<file path="src/rtl/pipe_stage_reg.sv">
// pipe_stage_reg: valid/ready pipeline stage register with optional skid entry, flush and stall counter
//   Clk, Clrn               clock, async active-low reset
//   in_valid/in_ready       upstream handshake; in_ctrl/in_data carry the entry
//   out_valid/out_ready     downstream handshake; out_ctrl is 0 on bubbles, out_data holds when empty
//   flush                   kills held entries and the entry offered this cycle
//   occupancy, stall_cnt    entries held (0..2), saturating count of output stall cycles
module pipe_stage_reg #(
    parameter int CTRL_W  = 8,
    parameter int DATA_W  = 128,
    parameter int SKID    = 1,
    parameter int STALL_W = 16
) (
    input  logic               Clk,
    input  logic               Clrn,
    input  logic               in_valid,
    output logic               in_ready,
    input  logic [CTRL_W-1:0]  in_ctrl,
    input  logic [DATA_W-1:0]  in_data,
    output logic               out_valid,
    input  logic               out_ready,
    output logic [CTRL_W-1:0]  out_ctrl,
    output logic [DATA_W-1:0]  out_data,
    input  logic               flush,
    output logic [1:0]         occupancy,
    output logic [STALL_W-1:0] stall_cnt
);
    logic               mainValid, skidValid;
    logic [CTRL_W-1:0]  mainCtrl, skidCtrl;
    logic [DATA_W-1:0]  mainData, skidData;
    logic [STALL_W-1:0] stallCnt;
    logic               inFire, outFire;

    // With a skid entry, ready is purely a register output (skid slot free);
    // without one, the single entry may be replaced in the cycle it leaves.
    assign in_ready  = (SKID != 0) ? !skidValid : (!mainValid || out_ready);
    assign inFire    = in_valid && in_ready;
    assign outFire   = mainValid && out_ready;
    assign out_valid = mainValid;
    assign out_ctrl  = mainCtrl;
    assign out_data  = mainData;
    // skidValid implies mainValid, so this encodes 0/1/2 held entries
    assign occupancy = {skidValid, mainValid && !skidValid};
    assign stall_cnt = stallCnt;

    always_ff @(posedge Clk or negedge Clrn) begin
        if (!Clrn) begin
            mainValid <= 1'b0;
            mainCtrl  <= '0;
            mainData  <= '0;
            skidValid <= 1'b0;
            skidCtrl  <= '0;
            skidData  <= '0;
            stallCnt  <= '0;
        end else begin
            if (flush) begin
                mainValid <= 1'b0;
                mainCtrl  <= '0;
                skidValid <= 1'b0;
                skidCtrl  <= '0;
            end else if (skidValid && outFire) begin
                mainCtrl  <= skidCtrl;
                mainData  <= skidData;
                skidValid <= 1'b0;
                skidCtrl  <= '0;
            end else if (inFire && (!mainValid || outFire)) begin
                mainValid <= 1'b1;
                mainCtrl  <= in_ctrl;
                mainData  <= in_data;
            end else if (inFire && SKID != 0) begin
                skidValid <= 1'b1;
                skidCtrl  <= in_ctrl;
                skidData  <= in_data;
            end else if (outFire) begin
                mainValid <= 1'b0;
                mainCtrl  <= '0;
            end
            if (mainValid && !out_ready && !(&stallCnt))
                stallCnt <= stallCnt + STALL_W'(1);
        end
    end
endmodule
</file>
<file path="config.mk">
export PLATFORM = sky130hd
export DESIGN_NAME = pipe_stage_reg
export DESIGN_NICKNAME = d
export VERILOG_FILES = /design/src/rtl/pipe_stage_reg.sv
export SDC_FILE = /design/constraint.sdc
export NUM_CORES = 1
export LEC_CHECK = 0
export CORE_MARGIN = 2
export CORE_UTILIZATION = 40
export CTS_CLUSTER_DIAMETER = 50
export DETAILED_ROUTE_END_ITERATION = 10
export PLACE_DENSITY = 0.63
export SLEW_MARGIN = 0
export SYNTH_ARGS = -nofsm -noshare
export SYNTH_HDL_FRONTEND = slang
export SYNTH_SLANG_ARGS = --single-unit
</file>
<file path="constraint.sdc">
create_clock -name Clk -period 5.1 [get_ports Clk]
set_clock_uncertainty 0.05 [all_clocks]
set_input_delay 1.02 -clock Clk [delete_from_list [all_inputs] [get_ports Clk]]
set_output_delay 1.02 -clock Clk [all_outputs]
set_load 0.01 [all_outputs]
</file>
# Yosys cells after proc, flatten, opt, wreduce, memory -nomap -nowiden
# Cells that the tools add are included.
# Widths: inputs -> output; s select.
# totals
register_bits	290
input_bits	141
word_cells	57
# classes
n_addsub	1
n_eq_ne	4
n_mux	20
bitwise_logic	3
n_reduce_logical	22
# op_table
operator	count
$mux 128	2
$mux 8	9
$add 16x1->16 const B	1
$reduce_and 16->1	1
$mux 1	9
$logic_and 1x1->1	7
$reduce_and 2->1	3
$reduce_bool 3->1	2
$logic_not 1->1	4
$ne 4x2->1 const B	1
$reduce_and 4->1	1
$reduce_bool 4->1	1
$ne 3x2->1 const B	1
$ne 3x3->1 const B	1
$not 1->1	3
$reduce_and 3->1	1
$ne 2x2->1 const B	1
$reduce_bool 2->1	1
$logic_or 1x1->1	1

# Logic depth before layout (Yosys ltp)
# Gate-level depths: netlist of run 1.
# logic_depth
ltp_word	6
mapped_depth	9
depth_no_buf	6

# Worst setup path after synthesis of run 1
# Ideal clock, no wire load.
# synth_path
kind	input -> register
startpoint	input port in_valid
endpoint	register skidData[127]
setup_time_ps	129
arrival_ps	2077
path_slack_ps	2844
cell_stages	8
path_buffers	4
cell_sequence	nand2b_4 buf_6 or3_4 buf_6 buf_6 buf_6 nand2_1 o21ai_1
# synth_via
elab_chain_cells	4
# synth_rtl
element	line_no	rtl
start: declaration	15	input logic in_valid,
$logic_and 1x1->1 (*)	36	assign inFire = in_valid && in_ready;
$logic_and 1x1->1	65	end else if (inFire && (!mainValid || outFire)) begin
$not 1->1 (no line)	--	
$reduce_and 4->1 (no line) (*)	--	
end signal: assignment	72	skidData <= in_data;
end: declaration	29	logic [DATA_W-1:0] mainData, skidData;
# Every way passes the cells marked *; elsewhere a longest branch is shown, timed or not.
# A chain may end at the register's enable or synchronous reset.

# Worst setup path in the final report of run 1
# layout_path
startpoint	input port out_ready
endpoint	register mainData[21], in the netlist out_data[21]
# layout_via
elab_chain_cells	5
word_cells_on_any_way	7
# layout_rtl
element	line_no	rtl
start: declaration	20	input logic out_ready,
$logic_and 1x1->1 (*)	37	assign outFire = mainValid && out_ready;
$logic_or 1x1->1	65	
$logic_and 1x1->1	65	
$reduce_bool 2->1 (no line)	--	
$reduce_and 2->1 (no line)	--	
end signal: assignment	62	mainData <= skidData;
end signal: assignment	68	mainData <= in_data;
end: declaration	29	
# Marks and branches as above.

==> reports/metrics.csv, run 1 <==
stage,metric,value,unit
clock_tree,cts_resized,0,
floorplanning,core,28900,um^2
clock_tree,clock-root-buffer,clkbuf_16,
placed_design,io_buffers,296,
timing,max_slew_margin,32.3,%
setup_path,crit_path_end_kind,flop,
timing,tightest_slew,1.01,ns
drt,drt-initial-drc-count,766,
power_and_ir_drop,seqPwrFrac,43.8,%
status,status,"finished, final reports clean",
synthesis,yosysWarnings,0,
clock_tree,ctsHoldBuffers,0,
grt,grt_pass1_vias,9323,
clock_tree,cts_tree,done,
power_and_ir_drop,internal_power,5.14,mW
synthesis,syn-mean-instance-area,9.45,um^2
drt,via_count,9592,
setup_path,criticalPathCategory,in -> reg,
clock_tree,clk_latency,0.50,ns
timing,finalSetupViolations,0,
setup_path,cp.required,5.37,ns
placed_design,place_congestion,0.794,
floorplanning,die-area,30800,um^2
finish,layout.cells.non_filler,1917,
clock_tree,cts_buffers,35,
floorplanning,fp.dieH,176,um
finish,final_nets,1647,
finish,layout_commonest_cell,nand2_1,
power_and_ir_drop,power_density,431,nW/um^2
synthesis,ys_types,33,
setup_path,cp.arrival,3.24,ns
drt,route.detailed.drc,0,
clock_tree,clk_pin_slew,0.06,ns
finish,fill_cells,2628,
power_and_ir_drop,swShare,26.2,%
grt,overflow,0,
drt,first_pass_iters,5,
power_and_ir_drop,p_clk_share,37.6,%
setup_path,start_kind,primary input,
finish,areaGrowthSynthToFinish,37.3,%
synthesis,syn_area,11800,um^2
clock_tree,cts_max_level,2,
grt,antenna_found_initial,2,
grt,grt_pass1_wl,49400,um
setup_path,cp_slowest_stage_delay,0.80,ns
timing,finalHoldViolCount,0,
drt,drt-vias-per-instance,5.00,
synthesis,syn-num-nets,1389,
floorplanning,rows,62,
timing,finalSetupTns,0,ns
synthesis,netlist_instances,1247,
power_and_ir_drop,comb_power_share,18.6,%
timing,slew_violations,0,
finish,layout_common_cells,"nand2_1 (398), clkdlybuf4s50_1 (295), dfrtp_1 (290), nor2_1 (133), a31oi_1 (128)",
placed_design,placed_cells,1852,
power_and_ir_drop,irDropWorstVdd,0.000259,V
synthesis,synth_edf_count,0,
clock_tree,clk_path_buf_depth,3,
setup_path,cp_slowest_cell,buf_4,
grt,grt.total_usage,19.8,%
power_and_ir_drop,switching_power,1.83,mW
timing,fin_crit_sh,58.1,%
synthesis,async_flop_share,100,%
timing,fmax,0.338,GHz
synthesis,yosysSeqAreaShare,61.6,%
synthesis,synth_seq_cells,290,
grt,grt_max_degree,153,
drt,avgRoutedWirePerCell,15.9,um
power_and_ir_drop,p_leak,7.03,nW
setup_path,path_max_fanout,104,
timing,grt_setup_unrepaired,no,
drt,ant_nets,0,
finish,drive_above_1_share,5.49,%
run,cap_violations,0,
clock_tree,cts_num_sinks,290,
synthesis,synth_flop_cell,dfrtp_1,
floorplanning,ioPinCount,297,
drt,drt_wl_total,30500,um
floorplanning,die_w,176,um
worst_hold_path,min_path_type,reg -> reg,
timing,fin_crit,2.96,ns
setup_path,cp_cell_sequence,clkdlybuf4s50_1 -> nor2b_1 -> a211oi_4 -> buf_4 -> a31oi_1,
placed_design,dp_hpwl,19500,um
clock_tree,postCtsSetupRepairBufs,0,
floorplanning,start_util,40.8,%
## through the flow
| stage | worst slack [ns] | instance area [um^2] | hold WS, ns | utilization (%) | total power, mW |
|---|---|---|---|---|---|
| after floorplan | 2.84 | 11800 | 0.398 | - | 3.63 |
| after global placement | 1.69 | 14900 | 0.409 | 51.8 | 4.37 |
| after detailed placement | 1.64 | 14900 | 0.417 | 51.8 | 4.40 |
| after CTS | 2.17 | 16200 | 0.431 | 56.1 | 7.05 |
| after global routing | 1.89 | 16200 | 0.450 | 56.1 | 7.34 |
| final | 2.14 | 16200 | 0.428 | 56.1 | 6.97 |
## kinds of logic after synthesis
family	Yosys count	synth area share, %
flops	290	61.6
buf+inv	97	4.36
mux	1	0.0956
fa+ha+maj	1	0.106
simple gates	559	18.4
compound gates	284	14.3
xor+xnor	15	1.11
## Yosys cell counts, drive strengths merged, types with 3 or more instances
| library cell | count | area [um^2] |
|---|---|---|
| a211oi | 3 | 27.5 |
| a21oi | 3 | 15.0 |
| a222oi | 5 | 50.1 |
| a22o | 8 | 70.1 |
| a22oi | 3 | 22.5 |
| a31oi | 129 | 813 |
| buf | 52 | 345 |
| clkbuf | 38 | 143 |
| dfrtp | 290 | 7260 |
| inv | 7 | 26.3 |
| nand2 | 398 | 1490 |
| nand3 | 7 | 35.0 |
| nand4 | 4 | 25.0 |
| nor2 | 133 | 499 |
| nor3 | 7 | 35.0 |
| o21ai | 133 | 688 |
| xnor2 | 11 | 96.3 |
| xor2 | 4 | 35.0 |
## routing by layer
metal  part of all wire (%)  track usage (%)
met4                    1.9             4.79
met3                    8.1             6.36
met5                      0                0
met2                     45             30.6
met1                     45             27.1
## area by class of cell
type | count | area [um^2] | share of cell area (%)
timing repair buffer | 311 | 3140 | 19.4
sequential | 290 | 7260 | 44.8
inverter | 7 | 26.3 | 0.162
multi-input combinational | 860 | 4040 | 24.9
clock buffer | 50 | 1030 | 6.39
clock inverter | 12 | 198 | 1.22
tap | 384 | 480 | 2.97
antenna | 3 | 7.51 | 0.0464
## critical path, delay by kind of cell
family | cells | cell delay, ns
AOI/OAI and AO/OA | 2 | 0.48
buffers and inverters | 2 | 1.47
and+or+nand+nor | 1 | 0.19
## worst paths after layout
path / from / endpoint / slack (ns) / depth (start not counted)
worst min-delay path: skidData[120]$_DFFE_PN0P_ / skidData[120]$_DFFE_PN0P_ / 0.43 / 2
min in group asynchronous: Clrn / out_data[108]$_DFFE_PN0P_ / 0.55 / 1
max in group asynchronous: Clrn / skidData[16]$_DFFE_PN0P_ / 3.41 / 2
worst min register to register: skidData[120]$_DFFE_PN0P_ / skidData[120]$_DFFE_PN0P_ / 0.43 / 2
worst max-delay path: out_ready / out_data[21]$_DFFE_PN0P_ / 2.14 / 5
worst max register to register: out_valid$_DFFE_PN0P_ / out_data[21]$_DFFE_PN0P_ / 2.72 / 4
## flip-flops by register name, indices dropped and copies added (netlist names)
signal and cells:
stall_cnt 16, skidCtrl 8, skidValid 1, out_ctrl 8, out_data 128, skidData 128, out_valid 1
## power groups by stage
stage	combinational, mW	clock [mW]	sequential [mW]
after global placement	1.29	0	3.07
after floorplan	0.497	0	3.13
after detailed placement	1.32	0	3.09
after CTS	1.32	2.68	3.05
after global routing	1.45	2.77	3.11
final	1.30	2.62	3.05
Power figures use the tool's default switching activity.
==> run 2: changes to the inputs <==
--- a/config.mk
+++ b/config.mk
@@ -9,7 +9,7 @@
 export CORE_UTILIZATION = 40
 export CTS_CLUSTER_DIAMETER = 50
 export DETAILED_ROUTE_END_ITERATION = 10
-export PLACE_DENSITY = 0.63
+export PLACE_DENSITY = 0.66
 export SLEW_MARGIN = 0
 export SYNTH_ARGS = -nofsm -noshare
 export SYNTH_HDL_FRONTEND = slang
==> constraint.sdc (replaced) <==
create_clock -name Clk -period 2.4 [get_ports Clk]
set_clock_uncertainty 0.05 [all_clocks]
set_input_delay 0.48 -clock Clk [delete_from_list [all_inputs] [get_ports Clk]]
set_output_delay 0.48 -clock Clk [all_outputs]
set_load 0.01 [all_outputs]
==> run 2 against run 1 <==
Global-route usage grew 0.31 points. Count of clock-buffer cells in the layout shrank 5. Die area is the same. Total power grew 120%. Register-to-register slack lost 2.3 ns. First-iteration DRC count shrank 6.7%. Worst hold slack gained 0.00052 ns. Worst setup slack lost 2.0 ns. Largest power group unchanged. Via count grew 1.4%. Routed wire length grew 0.98%. Sequential share of layout area shrank 0.86 points.
==> reports/metrics.csv, run 2 (synthesis gave the netlist of run 1 again) <==
stage,metric,value,unit,change
setup_path,start_kind,flop,,
clock_tree,cts_max_level,2,,unchanged
placed_design,place_ws,0.109,ns,-1.53 ns
power_and_ir_drop,irDropWorstVdd,0.000515,V,+99%
finish,fill_cells,2522,,-4.0%
finish,final_nets,1669,,+1.3%
clock_tree,clock-root-buffer,clkbuf_16,,
drt,drt-vias-per-instance,5.03,,+0.45%
placed_design,place_congestion,0.793,,about the same
worst_hold_path,min_from,skidData[37]$_DFFE_PN0P_,,
timing,fin_crit_sh,93.6,%,
finish,drive_above_1_share,7.03,%,+1.5 points
setup_path,crit_path_end_kind,primary output,,
timing,finalSetupViolations,0,,unchanged
run,cap_violations,0,,unchanged
drt,ant_nets,0,,unchanged
finish,layout_common_cells,"nand2_1 (398), clkdlybuf4s50_1 (295), dfrtp_1 (290), nor2_1 (133), a31oi_1 (128)",,
setup_path,reg2reg_from,out_valid$_DFFE_PN0P_,,
power_and_ir_drop,power_density,910,nW/um^2,+110%
timing,tightest_slew,0.830,ns,-0.179 ns
setup_path,r2r-end,out_data[16]$_DFFE_PN0P_,,
setup_path,crit_end,occupancy[0],,
clock_tree,cts_tree,done,,
clock_tree,cts_buffers,35,,unchanged
setup_path,criticalPathCategory,reg -> out,,
setup_path,r2r_cells,7,,+3
placed_design,dp_hpwl,20500,um,+5.1%
floorplanning,core,28900,um^2,unchanged
setup_path,cp.arrival,1.72,ns,-1.52 ns
setup_path,cp-startpoint,out_valid$_DFFE_PN0P_,,
floorplanning,die-area,30800,um^2,unchanged
power_and_ir_drop,p_leak,7.21,nW,+2.6%
drt,first_pass_iters,6,,+1
timing,slew_violations,0,,unchanged
setup_path,regToRegSetupSlack,0.42,ns,-2.30 ns
drt,drt-initial-drc-count,715,,-6.7%
setup_path,path_max_fanout,9,,-91%
clock_tree,ctsHoldBuffers,1,,+1
setup_path,cp_slowest_cell,clkdlybuf4s50_1,,
grt,grt_max_degree,133,,-13%
timing,grt_setup_unrepaired,no,,
floorplanning,die_w,176,um,unchanged
clock_tree,cts_num_sinks,290,,unchanged
grt,antenna_found_initial,2,,unchanged
status,status,"finished, final reports clean",,
drt,via_count,9731,,+1.4%
placed_design,io_buffers,296,,unchanged
grt,grt.total_usage,20.1,%,+0.31 points
clock_tree,clk_pin_slew,0.06,ns,about the same
timing,finalHoldViolCount,0,,unchanged
clock_tree,clk_path_buf_depth,3,,unchanged
floorplanning,fp.dieH,176,um,unchanged
clock_tree,cts_resized,0,,unchanged
timing,fmax,0.445,GHz,
clock_tree,postCtsSetupRepairBufs,0,,unchanged
floorplanning,rows,62,,unchanged
grt,grt_pass1_vias,9763,,+4.7%
finish,layout_commonest_cell,nand2_1,,
finish,areaGrowthSynthToFinish,40.0,%,
worst_hold_path,min_path_type,reg -> reg,,
setup_path,cp.required,1.87,ns,-3.50 ns
setup_path,cp_slowest_stage_delay,0.55,ns,-0.25 ns
drt,route.detailed.drc,0,,unchanged
timing,finalSetupTns,0,ns,unchanged
floorplanning,start_util,40.8,%,unchanged
drt,avgRoutedWirePerCell,15.9,um,about the same
clock_tree,clk_latency,0.50,ns,about the same
grt,grt_pass1_wl,50300,um,+1.9%
timing,fin_crit,2.25,ns,
floorplanning,ioPinCount,297,,unchanged
grt,overflow,0,,unchanged
timing,setup_slack,0.154,ns,-1.98 ns
setup_path,cp_cell_sequence,nor2b_1 -> clkdlybuf4s50_1,,
timing,max_slew_margin,44.2,%,+12 points
drt,drt_wl_total,30800,um,+0.98%
run 2: changes by cell type in the layout (fill, tap and decap cells not counted), sizes merged:
| cell | previous run | this run |
|---|---|---|
| diode | 3 | 2 |
| clkinv | 5 | 6 |
| clkbuf | 50 | 45 |
| inv | 7 | 9 |
| buf | 16 | 37 |
| clkinvlp | 2 | 1 |
| dlygate4sd3 | 0 | 1 |
| bufinv | 5 | 6 |
run 2: layout make-up:
cell class                 instances  area (um^2)  share of cell area [%]
antenna                            2         5.00                  0.0303
inverter                           7         26.3                   0.159
sequential                       290         7260                    44.0
tap                              384          480                    2.91
timing repair buffer             333         3420                    20.7
multi-input combinational        860         4040                    24.5
clock inverter                    15          245                    1.49
clock buffer                      45         1030                    6.22
run 2: how the worst min path moves through the flow:
stage                                     end  slack (ns)  cells past startpoint
finish               skidData[37]$_DFFE_PN0P_        0.43                      2
global route         skidData[53]$_DFFE_PN0P_        0.45                      2
CTS                 skidData[123]$_DFFE_PN0P_        0.43                      2
detailed placement  out_data[108]$_DFFE_PN0P_        0.39                      1
global placement    skidData[108]$_DFFE_PN0P_        0.39                      1
floorplan             out_ctrl[0]$_DFFE_PN0P_        0.13                      0
run 2: worst max-delay path: cells and delay by family (launching register included):
family | cells | cell delay, ns
DFF | 1 | 0.50
and+or+nand+nor | 1 | 0.17
buffers and inverters | 1 | 0.55
run 2: layer usage:
layer / vias up / GRT usage (%) / part of all wire [%]
li1: 4764 / - / -
met1: 4620 / 27.4 / 43
met2: 291 / 31.3 / 46
met3: 56 / 5.32 / 7.5
met4: 0 / 6.78 / 2.8
met5: - / 0 / 0
run 2: metrics by stage:
| stage | power, mW | hold slack [ns] | std cells | area [um^2] | util, % |
|---|---|---|---|---|---|
| final | 15.0 | 0.428 | 1936 | 16500 | 57.2 |
| after global routing | 15.8 | 0.452 | 1936 | 16500 | 57.2 |
| after CTS | 15.2 | 0.431 | 1934 | 16500 | 57.2 |
| after detailed placement | 9.43 | 0.391 | 1873 | 15200 | 52.7 |
| after global placement | 9.32 | 0.386 | 1873 | 15200 | 52.7 |
| after floorplan | 7.71 | 0.134 | 1247 | 11800 | - |
run 2: where the power goes:
group / switching (mW) / internal, mW / leakage [nW] / total [mW]
Sequential: 0.603 / 5.89 / 3.49 / 6.49
Combinational: 1.30 / 1.54 / 3.09 / 2.84
Clock: 2.02 / 3.67 / 0.627 / 5.69
